==> src/rtl/ofs_plat_prim_burstcount0_write_arbiter_pkg.sv <==
// ----------------------------------------------------------------------------
// ofs_plat_prim_burstcount0_write_arbiter_pkg
//
// Shared definitions for the burst-aware write arbiter:
//   arb_state_e     - arbiter state, exported on the top's dbg_state port
//   port_idx_width  - width of a port index, $clog2(n) with a floor of 1 so
//                     that a degenerate one-port build still has a real bit
// ----------------------------------------------------------------------------
package ofs_plat_prim_burstcount0_write_arbiter_pkg;

  // ARB_IDLE  : between packets, the next accepted flit is an SOP and the
  //             round-robin search picks the winner.
  // ARB_BURST : a multi-beat packet is in flight and the grant is pinned.
  typedef enum logic [0:0] {
    ARB_IDLE  = 1'b0,
    ARB_BURST = 1'b1
  } arb_state_e;

  function automatic int port_idx_width(input int n);
    return (n > 1) ? $clog2(n) : 1;
  endfunction

endpackage

==> src/rtl/ofs_plat_prim_burstcount0_write_arbiter_if.sv <==
// ----------------------------------------------------------------------------
// ofs_plat_prim_burstcount0_write_arbiter_if
//
// Bundle of the per-port write sources and the single shared write channel.
//
// Handshake: a flit moves on a rising clk edge exactly when valid and ready
// are both high on that channel. A source holding valid keeps its flit
// (data, burstcount) stable until it is accepted and never withdraws valid
// while waiting. Ready may be asserted without valid; it carries no meaning
// then. in_ready[i] is computed from out_ready and the current grant and
// therefore may depend on the valids of other ports through arbitration.
//
// Signals:
//   in_valid/in_ready        per-port flit handshake
//   in_burstcount            per-port burst length, origin 0 (0 = 1 beat)
//   in_data                  per-port payload
//   out_valid/out_ready      shared channel handshake
//   out_burstcount/out_data  granted port's burstcount and payload
//   out_sop/out_eop          first / last flit of the packet
//   out_port                 index of the granted port
//
// Modports:
//   slave  - the arbiter's view
//   master - the environment's view (sources + downstream sink)
// ----------------------------------------------------------------------------
interface ofs_plat_prim_burstcount0_write_arbiter_if
  import ofs_plat_prim_burstcount0_write_arbiter_pkg::*;
#(
  parameter int NUM_PORTS       = 2,
  parameter int BURST_CNT_WIDTH = 8,
  parameter int DATA_WIDTH      = 512
);

  localparam int PORT_W = port_idx_width(NUM_PORTS);

  logic [NUM_PORTS-1:0]                      in_valid;
  logic [NUM_PORTS-1:0]                      in_ready;
  logic [NUM_PORTS-1:0][BURST_CNT_WIDTH-1:0] in_burstcount;
  logic [NUM_PORTS-1:0][DATA_WIDTH-1:0]      in_data;

  logic                                      out_valid;
  logic                                      out_ready;
  logic [BURST_CNT_WIDTH-1:0]                out_burstcount;
  logic [DATA_WIDTH-1:0]                     out_data;
  logic                                      out_sop;
  logic                                      out_eop;
  logic [PORT_W-1:0]                         out_port;

  modport slave (
    input  in_valid,
    input  in_burstcount,
    input  in_data,
    output in_ready,
    output out_valid,
    input  out_ready,
    output out_burstcount,
    output out_data,
    output out_sop,
    output out_eop,
    output out_port
  );

  modport master (
    output in_valid,
    output in_burstcount,
    output in_data,
    input  in_ready,
    input  out_valid,
    output out_ready,
    input  out_burstcount,
    input  out_data,
    input  out_sop,
    input  out_eop,
    input  out_port
  );

endinterface

==> src/rtl/ofs_plat_prim_burstcount0_write_arbiter_rr_select.sv <==
// ----------------------------------------------------------------------------
// ofs_plat_prim_rr_select
//
// Purely combinational round-robin search. Starting at last_grant+1 and
// wrapping modulo NUM_PORTS, returns the first requesting port.
//
// Ports:
//   req           in   NUM_PORTS  request vector
//   last_grant    in   PORT_W     most recently granted port
//   winner_valid  out  1          at least one request is set
//   winner_idx    out  PORT_W     selected port (0 when winner_valid is low)
// ----------------------------------------------------------------------------
module ofs_plat_prim_rr_select
  import ofs_plat_prim_burstcount0_write_arbiter_pkg::*;
#(
  parameter int  NUM_PORTS = 2,
  localparam int PORT_W    = port_idx_width(NUM_PORTS)
) (
  input  logic [NUM_PORTS-1:0] req,
  input  logic [PORT_W-1:0]    last_grant,
  output logic                 winner_valid,
  output logic [PORT_W-1:0]    winner_idx
);

  always_comb begin
    logic [PORT_W-1:0] cand;
    winner_valid = 1'b0;
    winner_idx   = '0;
    cand         = '0;
    // Offset NUM_PORTS wraps back to last_grant itself, so a lone requester
    // that was just served can still win again.
    for (int off = 1; off <= NUM_PORTS; off++) begin
      cand = PORT_W'((int'(last_grant) + off) % NUM_PORTS);
      if (!winner_valid && req[cand]) begin
        winner_valid = 1'b1;
        winner_idx   = cand;
      end
    end
  end

endmodule

==> src/rtl/ofs_plat_prim_burstcount0_write_arbiter.sv <==
// ----------------------------------------------------------------------------
// ofs_plat_prim_burstcount0_write_arbiter
//
// Round-robin arbiter sharing one burst-structured write channel among
// NUM_PORTS sources. Arbitration happens only at packet boundaries: the port
// that wins an SOP flit keeps the grant until its EOP flit is accepted,
// bubbles included. Zero latency, no buffering: every out_* signal is
// combinational from the inputs and the registered lock state.
//
// Parameters:
//   NUM_PORTS        number of sources (2..16)
//   BURST_CNT_WIDTH  burst count width, origin 0 (0 = 1 beat)
//   DATA_WIDTH       payload width per flit
//
// Ports:
//   clk        in   single clock, posedge
//   reset_n    in   asynchronous active-low reset
//   bus        if   slave modport of the arbiter interface
//   dbg_state  out  arbiter state (ARB_IDLE / ARB_BURST)
// ----------------------------------------------------------------------------
module ofs_plat_prim_burstcount0_write_arbiter
  import ofs_plat_prim_burstcount0_write_arbiter_pkg::*;
#(
  parameter int NUM_PORTS       = 2,
  parameter int BURST_CNT_WIDTH = 8,
  parameter int DATA_WIDTH      = 512
) (
  input  logic                                      clk,
  input  logic                                      reset_n,
  ofs_plat_prim_burstcount0_write_arbiter_if.slave  bus,
  output arb_state_e                                dbg_state
);

  localparam int PORT_W = port_idx_width(NUM_PORTS);

  // Registered state; "locked" is state == ARB_BURST.
  arb_state_e                 state;
  logic [PORT_W-1:0]          lock_port;
  logic [PORT_W-1:0]          last_grant;
  logic [BURST_CNT_WIDTH-1:0] flits_rem;

  logic                       rr_valid;
  logic [PORT_W-1:0]          rr_idx;

  logic                       win_valid;
  logic                       win_exists;
  logic [PORT_W-1:0]          win_idx;
  logic [BURST_CNT_WIDTH-1:0] win_bc;
  logic                       accept;

  ofs_plat_prim_rr_select #(
    .NUM_PORTS (NUM_PORTS)
  ) u_rr_select (
    .req          (bus.in_valid),
    .last_grant   (last_grant),
    .winner_valid (rr_valid),
    .winner_idx   (rr_idx)
  );

  // Winner selection. While reset is asserted the winner is forced to port 0
  // with no valid so that every forwarding output reads its reset value.
  always_comb begin
    win_idx    = '0;
    win_valid  = 1'b0;
    win_exists = 1'b0;
    if (reset_n) begin
      if (state == ARB_BURST) begin
        win_idx    = lock_port;
        win_valid  = bus.in_valid[lock_port];
        // The locked port keeps its ready even through a bubble.
        win_exists = 1'b1;
      end else begin
        win_idx    = rr_idx;
        win_valid  = rr_valid;
        win_exists = rr_valid;
      end
    end
  end

  assign win_bc = bus.in_burstcount[win_idx];
  assign accept = win_valid && bus.out_ready;

  assign bus.out_valid      = win_valid;
  assign bus.out_burstcount = win_bc;
  assign bus.out_data       = bus.in_data[win_idx];
  assign bus.out_port       = win_idx;
  assign bus.out_sop        = (state == ARB_IDLE);
  // In a burst the remaining-beat counter decides EOP; at SOP it is the
  // packet's own burstcount (0 means a single-beat packet).
  assign bus.out_eop        = reset_n &&
                              ((state == ARB_BURST) ? (flits_rem == '0)
                                                    : (win_bc == '0));

  always_comb begin
    bus.in_ready = '0;
    for (int i = 0; i < NUM_PORTS; i++) begin
      bus.in_ready[i] = win_exists && bus.out_ready && (win_idx == PORT_W'(i));
    end
  end

  assign dbg_state = state;

  always_ff @(posedge clk or negedge reset_n) begin
    if (!reset_n) begin
      state      <= ARB_IDLE;
      lock_port  <= '0;
      // Pointing at the last port gives port 0 first priority after reset.
      last_grant <= PORT_W'(NUM_PORTS - 1);
      flits_rem  <= '0;
    end else if (accept) begin
      case (state)
        ARB_IDLE: begin
          last_grant <= win_idx;
          if (win_bc != '0) begin
            state     <= ARB_BURST;
            lock_port <= win_idx;
            flits_rem <= win_bc - BURST_CNT_WIDTH'(1);
          end
        end
        ARB_BURST: begin
          // Burstcount on non-SOP beats is ignored; only the counter counts.
          flits_rem <= flits_rem - BURST_CNT_WIDTH'(1);
          if (flits_rem == '0) begin
            state <= ARB_IDLE;
          end
        end
        default: state <= ARB_IDLE;
      endcase
    end
  end

endmodule

==> src/flat_wrapper.sv <==
// flat-port wrapper written by rule: the top's interface ports become plain ports
module ofs_plat_prim_burstcount0_write_arbiter_flat import ofs_plat_prim_burstcount0_write_arbiter_pkg::*;
#(
  parameter int NUM_PORTS       = 2,
  parameter int BURST_CNT_WIDTH = 8,
  parameter int DATA_WIDTH      = 512
)
  (clk, reset_n, dbg_state, bus_in_valid, bus_in_burstcount, bus_in_data, bus_in_ready, bus_out_valid, bus_out_ready, bus_out_burstcount, bus_out_data, bus_out_sop, bus_out_eop, bus_out_port);
  ofs_plat_prim_burstcount0_write_arbiter_if #(.NUM_PORTS(NUM_PORTS), .BURST_CNT_WIDTH(BURST_CNT_WIDTH), .DATA_WIDTH(DATA_WIDTH)) bus_i ();
  input  logic clk;
  input  logic reset_n;
  output arb_state_e dbg_state;
  input wire logic [$bits(bus_i.in_valid)-1:0] bus_in_valid;
  input wire logic [$bits(bus_i.in_burstcount)-1:0] bus_in_burstcount;
  input wire logic [$bits(bus_i.in_data)-1:0] bus_in_data;
  output wire logic [$bits(bus_i.in_ready)-1:0] bus_in_ready;
  output wire logic [$bits(bus_i.out_valid)-1:0] bus_out_valid;
  input wire logic [$bits(bus_i.out_ready)-1:0] bus_out_ready;
  output wire logic [$bits(bus_i.out_burstcount)-1:0] bus_out_burstcount;
  output wire logic [$bits(bus_i.out_data)-1:0] bus_out_data;
  output wire logic [$bits(bus_i.out_sop)-1:0] bus_out_sop;
  output wire logic [$bits(bus_i.out_eop)-1:0] bus_out_eop;
  output wire logic [$bits(bus_i.out_port)-1:0] bus_out_port;
  assign bus_i.in_valid = bus_in_valid;
  assign bus_i.in_burstcount = bus_in_burstcount;
  assign bus_i.in_data = bus_in_data;
  assign bus_in_ready = bus_i.in_ready;
  assign bus_out_valid = bus_i.out_valid;
  assign bus_i.out_ready = bus_out_ready;
  assign bus_out_burstcount = bus_i.out_burstcount;
  assign bus_out_data = bus_i.out_data;
  assign bus_out_sop = bus_i.out_sop;
  assign bus_out_eop = bus_i.out_eop;
  assign bus_out_port = bus_i.out_port;
  ofs_plat_prim_burstcount0_write_arbiter #(.NUM_PORTS(NUM_PORTS), .BURST_CNT_WIDTH(BURST_CNT_WIDTH), .DATA_WIDTH(DATA_WIDTH)) u_core (.clk(clk), .reset_n(reset_n), .bus(bus_i), .dbg_state(dbg_state));
endmodule
==> config.mk <==
export PLATFORM = sky130hd
export DESIGN_NAME = ofs_plat_prim_burstcount0_write_arbiter_flat
export DESIGN_NICKNAME = d
export VERILOG_FILES = /design/src/rtl/ofs_plat_prim_burstcount0_write_arbiter_pkg.sv /design/src/rtl/ofs_plat_prim_burstcount0_write_arbiter_if.sv /design/src/rtl/ofs_plat_prim_burstcount0_write_arbiter_rr_select.sv /design/src/rtl/ofs_plat_prim_burstcount0_write_arbiter.sv /design/src/flat_wrapper.sv
export SDC_FILE = /design/constraint.sdc
export NUM_CORES = 1
export LEC_CHECK = 0
export BUFFER_PORTS_ARGS = -buffer_cell sky130_fd_sc_hd__buf_2
export CORE_AREA = 2 2 611 613
export CTS_CLUSTER_DIAMETER = 200
export DETAILED_ROUTE_END_ITERATION = 6
export DIE_AREA = 0 0 613 615
export HOLD_SLACK_MARGIN = 0.12
export SKIP_CTS_REPAIR_TIMING = 1
export SLEW_MARGIN = 20
export SYNTH_ARGS = -nofsm -noshare
export SYNTH_HDL_FRONTEND = slang
export SYNTH_SLANG_ARGS = --single-unit
==> constraint.sdc <==
create_clock -name clk -period 3.21 [get_ports clk]
set_clock_uncertainty 0.1 [all_clocks]
set_input_delay 0.1605 -clock clk [delete_from_list [all_inputs] [get_ports clk]]
set_output_delay 0.1605 -clock clk [all_outputs]
set_load 0.03 [all_outputs]
== After elaboration in Yosys (flattened, before gate mapping) ==
Index checks and enable logic that the tools add are counted.
W data, S select, Z words.

* Flip-flop bits (word level): 11
* Latch bits: 0
* Memory bits (writable): 0
* ROM bits: 0
* Word-level logic and storage cells: 54
* Memories: 0

* Add/subtract/negate cells: 4
* $mul: 0
* Div/mod/pow operators: 0
* $lt $le $gt $ge: 4
* Eq/ne operators: 1
* Shift-type cells: 0
* Multiplexer cells: 26
* Bitwise logic cells: 2
* Reductions and logical operators: 13

{| class="wikitable"
|+ Operators by type and width
! kind !! count
|-
| $mux W512 || 2
|-
| $mux W8 || 3
|-
| $mux W1 || 19
|-
| $logic_not A8 Y1 || 2
|-
| $pmux W8 S2 || 1
|-
| $sub A8 B1 Y8 const B || 2
|-
| $lt A1 B2 Y1 const B || 4
|-
| $reduce_bool A8 Y1 || 1
|-
| $logic_and A1 B1 Y1 || 6
|-
| $reduce_and A2 Y1 || 2
|-
| $reduce_and A3 Y1 || 1
|-
| $add A1 B1 Y1 const B || 2
|-
| $ne A2 B1 Y1 const B || 1
|-
| $not A1 Y1 || 2
|-
| $pmux W1 S2 || 1
|-
| $logic_not A1 Y1 || 1
|}

== Longest topological paths before layout ==
* Depth after elaboration: 14
* Mapped depth: 10

== Hierarchy ==
Synthesis repeated with hierarchy kept, for this count alone.

* Cell total of the unflattened synthesis: 1789
* Area total of the unflattened synthesis: 7408.4 um^2

{| class="wikitable"
|+ Modules (own cells, without submodules)
! module !! instances !! cells each !! area an instance (um^2) !! sequential area each (um^2)
|-
| ofs_plat_prim_burstcount0_write_arbiter || 1 || 1787 || 7394.6 || 276.5
|-
| ofs_plat_prim_rr_select || 1 || 2 || 13.8 || 0.0
|}

== Worst setup path after synthesis ==
Ideal clock, no wire load.

* Kind: register to register
* Start point: register u_core.state, in the netlist u_core.dbg_state
* End point: register u_core.flits_rem[6]
* Setup time: 0.131 ns
* Arrival time: 2.263 ns
* Required time: 2.979 ns
* Setup slack: 0.717 ns
* Cell stages (with the launch flop): 11
* Path buffers: 2
* Path through: dfrtp_1 -> inv_1 -> clkbuf_1 -> buf_2 -> nand3_1 -> o21ai_0 -> ha_1 -> inv_1 -> nor4_4 -> o22a_1 -> o211ai_1

* Elaborated cells between the ends (all ways): 14
* Those cells by class: add/sub (1); eq/ne (1); mux (8); bitwise (1); reduce/logical (3)

{| class="wikitable"
|+ RTL lines
! item !! line !! text
|-
| start: declaration || ofs_plat_prim_burstcount0_write_arbiter.sv:37 || <nowiki>arb_state_e state;</nowiki>
|-
| start signal: assignment || ofs_plat_prim_burstcount0_write_arbiter.sv:105 || <nowiki>state <= ARB_IDLE;</nowiki>
|-
| start signal: assignment || ofs_plat_prim_burstcount0_write_arbiter.sv:115 || <nowiki>state <= ARB_BURST;</nowiki>
|-
| start signal: assignment || ofs_plat_prim_burstcount0_write_arbiter.sv:124 || <nowiki>state <= ARB_IDLE;</nowiki>
|-
| $not A1 Y1 * || -- ||
|-
| named net bus_out_sop || flat_wrapper.sv:21 || <nowiki>output wire logic [$bits(bus_i.out_sop)-1:0] bus_out_sop;</nowiki>
|-
| $ne A2 B1 Y1 (no line) || -- ||
|-
| $reduce_and A2 Y1 (no line) || -- ||
|-
| end signal: assignment || ofs_plat_prim_burstcount0_write_arbiter.sv:117 || <nowiki>flits_rem <= win_bc - BURST_CNT_WIDTH'(1);</nowiki>
|-
| end signal: assignment || ofs_plat_prim_burstcount0_write_arbiter.sv:122 || <nowiki>flits_rem <= flits_rem - BURST_CNT_WIDTH'(1);</nowiki>
|-
| end: declaration || ofs_plat_prim_burstcount0_write_arbiter.sv:40 || <nowiki>logic [BURST_CNT_WIDTH-1:0] flits_rem;</nowiki>
|}

Mark *: on every way through the listed nets, which the timed path passes. The rest lies on a longest branch. The select of a mux whose other input is x is not followed.
A chain may end at the register's enable or synchronous reset.

== Final worst setup path ==
* Start point: register u_core.state, in the netlist u_core.dbg_state
* End point: output bus_out_data[171]

* Longest elaborated chain between the ends: 4

{| class="wikitable"
|+ Ends and longest elaborated chain
! item !! line !! text
|-
| $mux W1 || ofs_plat_prim_burstcount0_write_arbiter.sv:67 || <nowiki>if (state == ARB_BURST) begin</nowiki>
|-
| $mux W1 || ofs_plat_prim_burstcount0_write_arbiter.sv:66 || <nowiki>if (reset_n) begin</nowiki>
|-
| $mux W512 (not written as such) (2 in a row) || ofs_plat_prim_burstcount0_write_arbiter.sv:85 || <nowiki>assign bus.out_data = bus.in_data[win_idx];</nowiki>
|-
| end: declaration || flat_wrapper.sv:20 || <nowiki>output wire logic [$bits(bus_i.out_data)-1:0] bus_out_data;</nowiki>
|}

Every way passes these cells. The select of a mux whose other input is x is not followed.

==> results_dict.tcl <==
set metrics [dict create \
    hp-class "input port to register" \
    synth-seq-cells 11 \
    synth_edf_count 0 \
    slew_viol_final 0 \
    drt-initial-drc-count 1396 \
    rows 224 \
    end_kind "primary output" \
    ios 1572 \
    async_flop_share_pct 100 \
    worstPathArrival_ns 2.85 \
    viasPerCell 2.40 \
    dp_slack_ns 0.202 \
    wirelength_mm 377 \
    drc 60 \
    crit_chain "inv_1 -> mux2i_4 -> nor2_4 -> buf_12 -> buf_12 -> buf_12 -> mux2_2 -> buf_2" \
    rsz0062_at_grt "false" \
    cts_tree "built" \
    final_common_cell "buf_2" \
    die_width_um 613 \
    first_pass_iters 7 \
    layout_common_cells "buf_2 (1561), mux2_2 (520), buf_4 (24)" \
    grt_pass1_vias 14250 \
    static-leakage-power_nw 8.71 \
    seq_area_frac_synth_pct 3.88 \
    clock_latency_ns 0.24 \
    yosysUniqueCellTypes 40 \
    grt_usage_pct 19.3 \
    antenna_found_initial 624 \
    fmax_mhz 321 \
    grt_max_degree 72 \
    syn-cell-area_mm2 0.00712 \
    area_growth_pct 214 \
    final_antenna_net_count 1 \
    synth.top_cell.area_share_pct 82.2 \
    crit_type "register to primary output" \
    io_buffers 1571 \
    die-area_mm2 0.377 \
    min_period_ns 3.11 \
    p_per_area_mw_per_mm2 470 \
    synth-warning-count 0 \
    ir_worst_vdd_uv 263 \
    dpl.hpwl_mm 363 \
    overflow 0 \
    drv_cap 0 \
    ys_top_cells_by_area "mux2_2 (82%), buf_2 (4.1%), dfrtp_1 (3.5%)" \
    synthCells 699 \
    slowest_delay_ns 0.56 \
    max-slew-margin-rel_pct 34.3 \
    worstPathRequired_ns 2.95 \
    clock-sinks 11 \
    core-area_mm2 0.371 \
    drive_gt1_share_pct 95.2 \
    violations "antenna rules, DRC" \
    final_nets 3291 \
    die_h_um 615 \
    avgSynthCellArea_um2 10.2 \
    crit_fanout 51 \
    initial_core_util_pct 1.92 \
    cts_max_level 1 \
    synth_nets 1745 \
    synth_top_cell_by_area "mux2_2" \
    hold_viol 0 \
    timing.final.crit_share_pct 97.0 \
    wl_per_cell_um 49.7 \
    clk_root_buffer_cell "clkbuf_16" \
    cp_slowest_cell "dfrtp_1" \
    cts_buffers 3 \
    num_vias 18155 \
    place.gp.congestion 1.97 \
    grt_pass1_wl_mm 407 \
    ys.flop_type "dfrtp_1" \
    finalSetupViolCount 0 \
    clkTransAtPathRegs_ns 0.04 \
    worst_slack_ns 0.0951 \
    ctsLongestPathBuffers 2 \
    cpMostUsedCell "buf_12" \
    finalPower_mw 10.5 \
    worstMarginPinSlew_ns 0.973 \
    crit_path_start_kind "register" \
    status "finished with violations" \
]
## worst paths after layout
path / start / end / slack, ns / cells after the start
max: u_core.dbg_state$_DFFE_PN0P_ / bus_out_data[171] / 0.1 / 8
min: bus_out_ready / u_core.last_grant$_DFFE_PN1P_ / 0.22 / 3
max reg2reg: u_core.dbg_state$_DFFE_PN0P_ / u_core.lock_port$_DFFE_PN0P_ / 0.70 / 6
min reg2reg: u_core.last_grant$_DFFE_PN1P_ / u_core.last_grant$_DFFE_PN1P_ / 0.45 / 2
max in group asynchronous: reset_n / u_core.dbg_state$_DFFE_PN0P_ / 2.06 / 2
min in group asynchronous: reset_n / u_core.flits_rem[4]$_DFFE_PN0P_ / 0.60 / 2
## metrics by stage
step	setup TNS (ns)	util (%)	hold WS, ns	area, um2	instances
after global routing	0	5.86	0.231	21700	7329
after CTS	-0.0409	5.77	-0.186	21400	7212
after global placement	0	5.75	0.0717	21300	7208
final	0	6.03	0.219	22400	7577
after detailed placement	0	5.75	0.0783	21300	7208
after floorplan	0	-	-0.235	7120	699
## critical path: cells and delay by family, from the launching register on
kind	cells	cell delay, ns
buf+inv	5	1.13
mux	2	0.63
flops	1	0.56
simple gates	1	0.15
## cells by family (layout without fill, tap and decap cells)
family	Yosys count	count (layout)	share of synthesized area, %
muxes	525	525	83.1
buffers and inverters	68	1613	4.72
and+or+nand+nor	55	55	4.16
AOI/OAI and AO/OA	35	35	3.42
DFF	11	11	3.88
xor gates and xnor gates	4	4	0.492
adders and majority gates	1	1	0.176
other	0	361	0
## layout make-up
type / instances / area (um2)
Multi-Input combinational cell: 620 / 6510
Antenna cell: 361 / 903
Tap cell: 4972 / 6220
Clock buffer: 4 / 78.8
Timing Repair Buffer: 1604 / 8350
Fill cell: 43946 / 348000
Inverter: 5 / 18.8
Sequential cell: 11 / 277
## power breakdown
part / internal, mW / switching, mW
Clock: 0.167 / 0.0613
Combinational: 2.93 / 7.08
Sequential: 0.203 / 0.0766
## sequential cells by signal (all words and copies together), names as in the netlist
signal,flops
u_core.dbg_state,1
u_core.last_grant,1
u_core.lock_port,1
u_core.flits_rem,8
## Yosys cell counts, drive strengths merged (2+ instances only)
cell type,number
and3,2
clkbuf,3
buf,60
nor4,4
nand2,6
a31oi,3
mux2i,4
xnor2,4
inv,5
dfrtp,10
o22a,2
mux2,521
nand4,2
o211ai,2
a21oi,10
nor3,8
nor2,17
o21ai,9
nand3,13
## routing by layer
metal | part of all wire [%] | GRT usage [%]
met5 | 0.82 | 2.32
met1 | 33 | 18.8
met3 | 21 | 18.2
met4 | 3.6 | 4.61
met2 | 42 | 29.0
(Power assumes the default switching activity.)
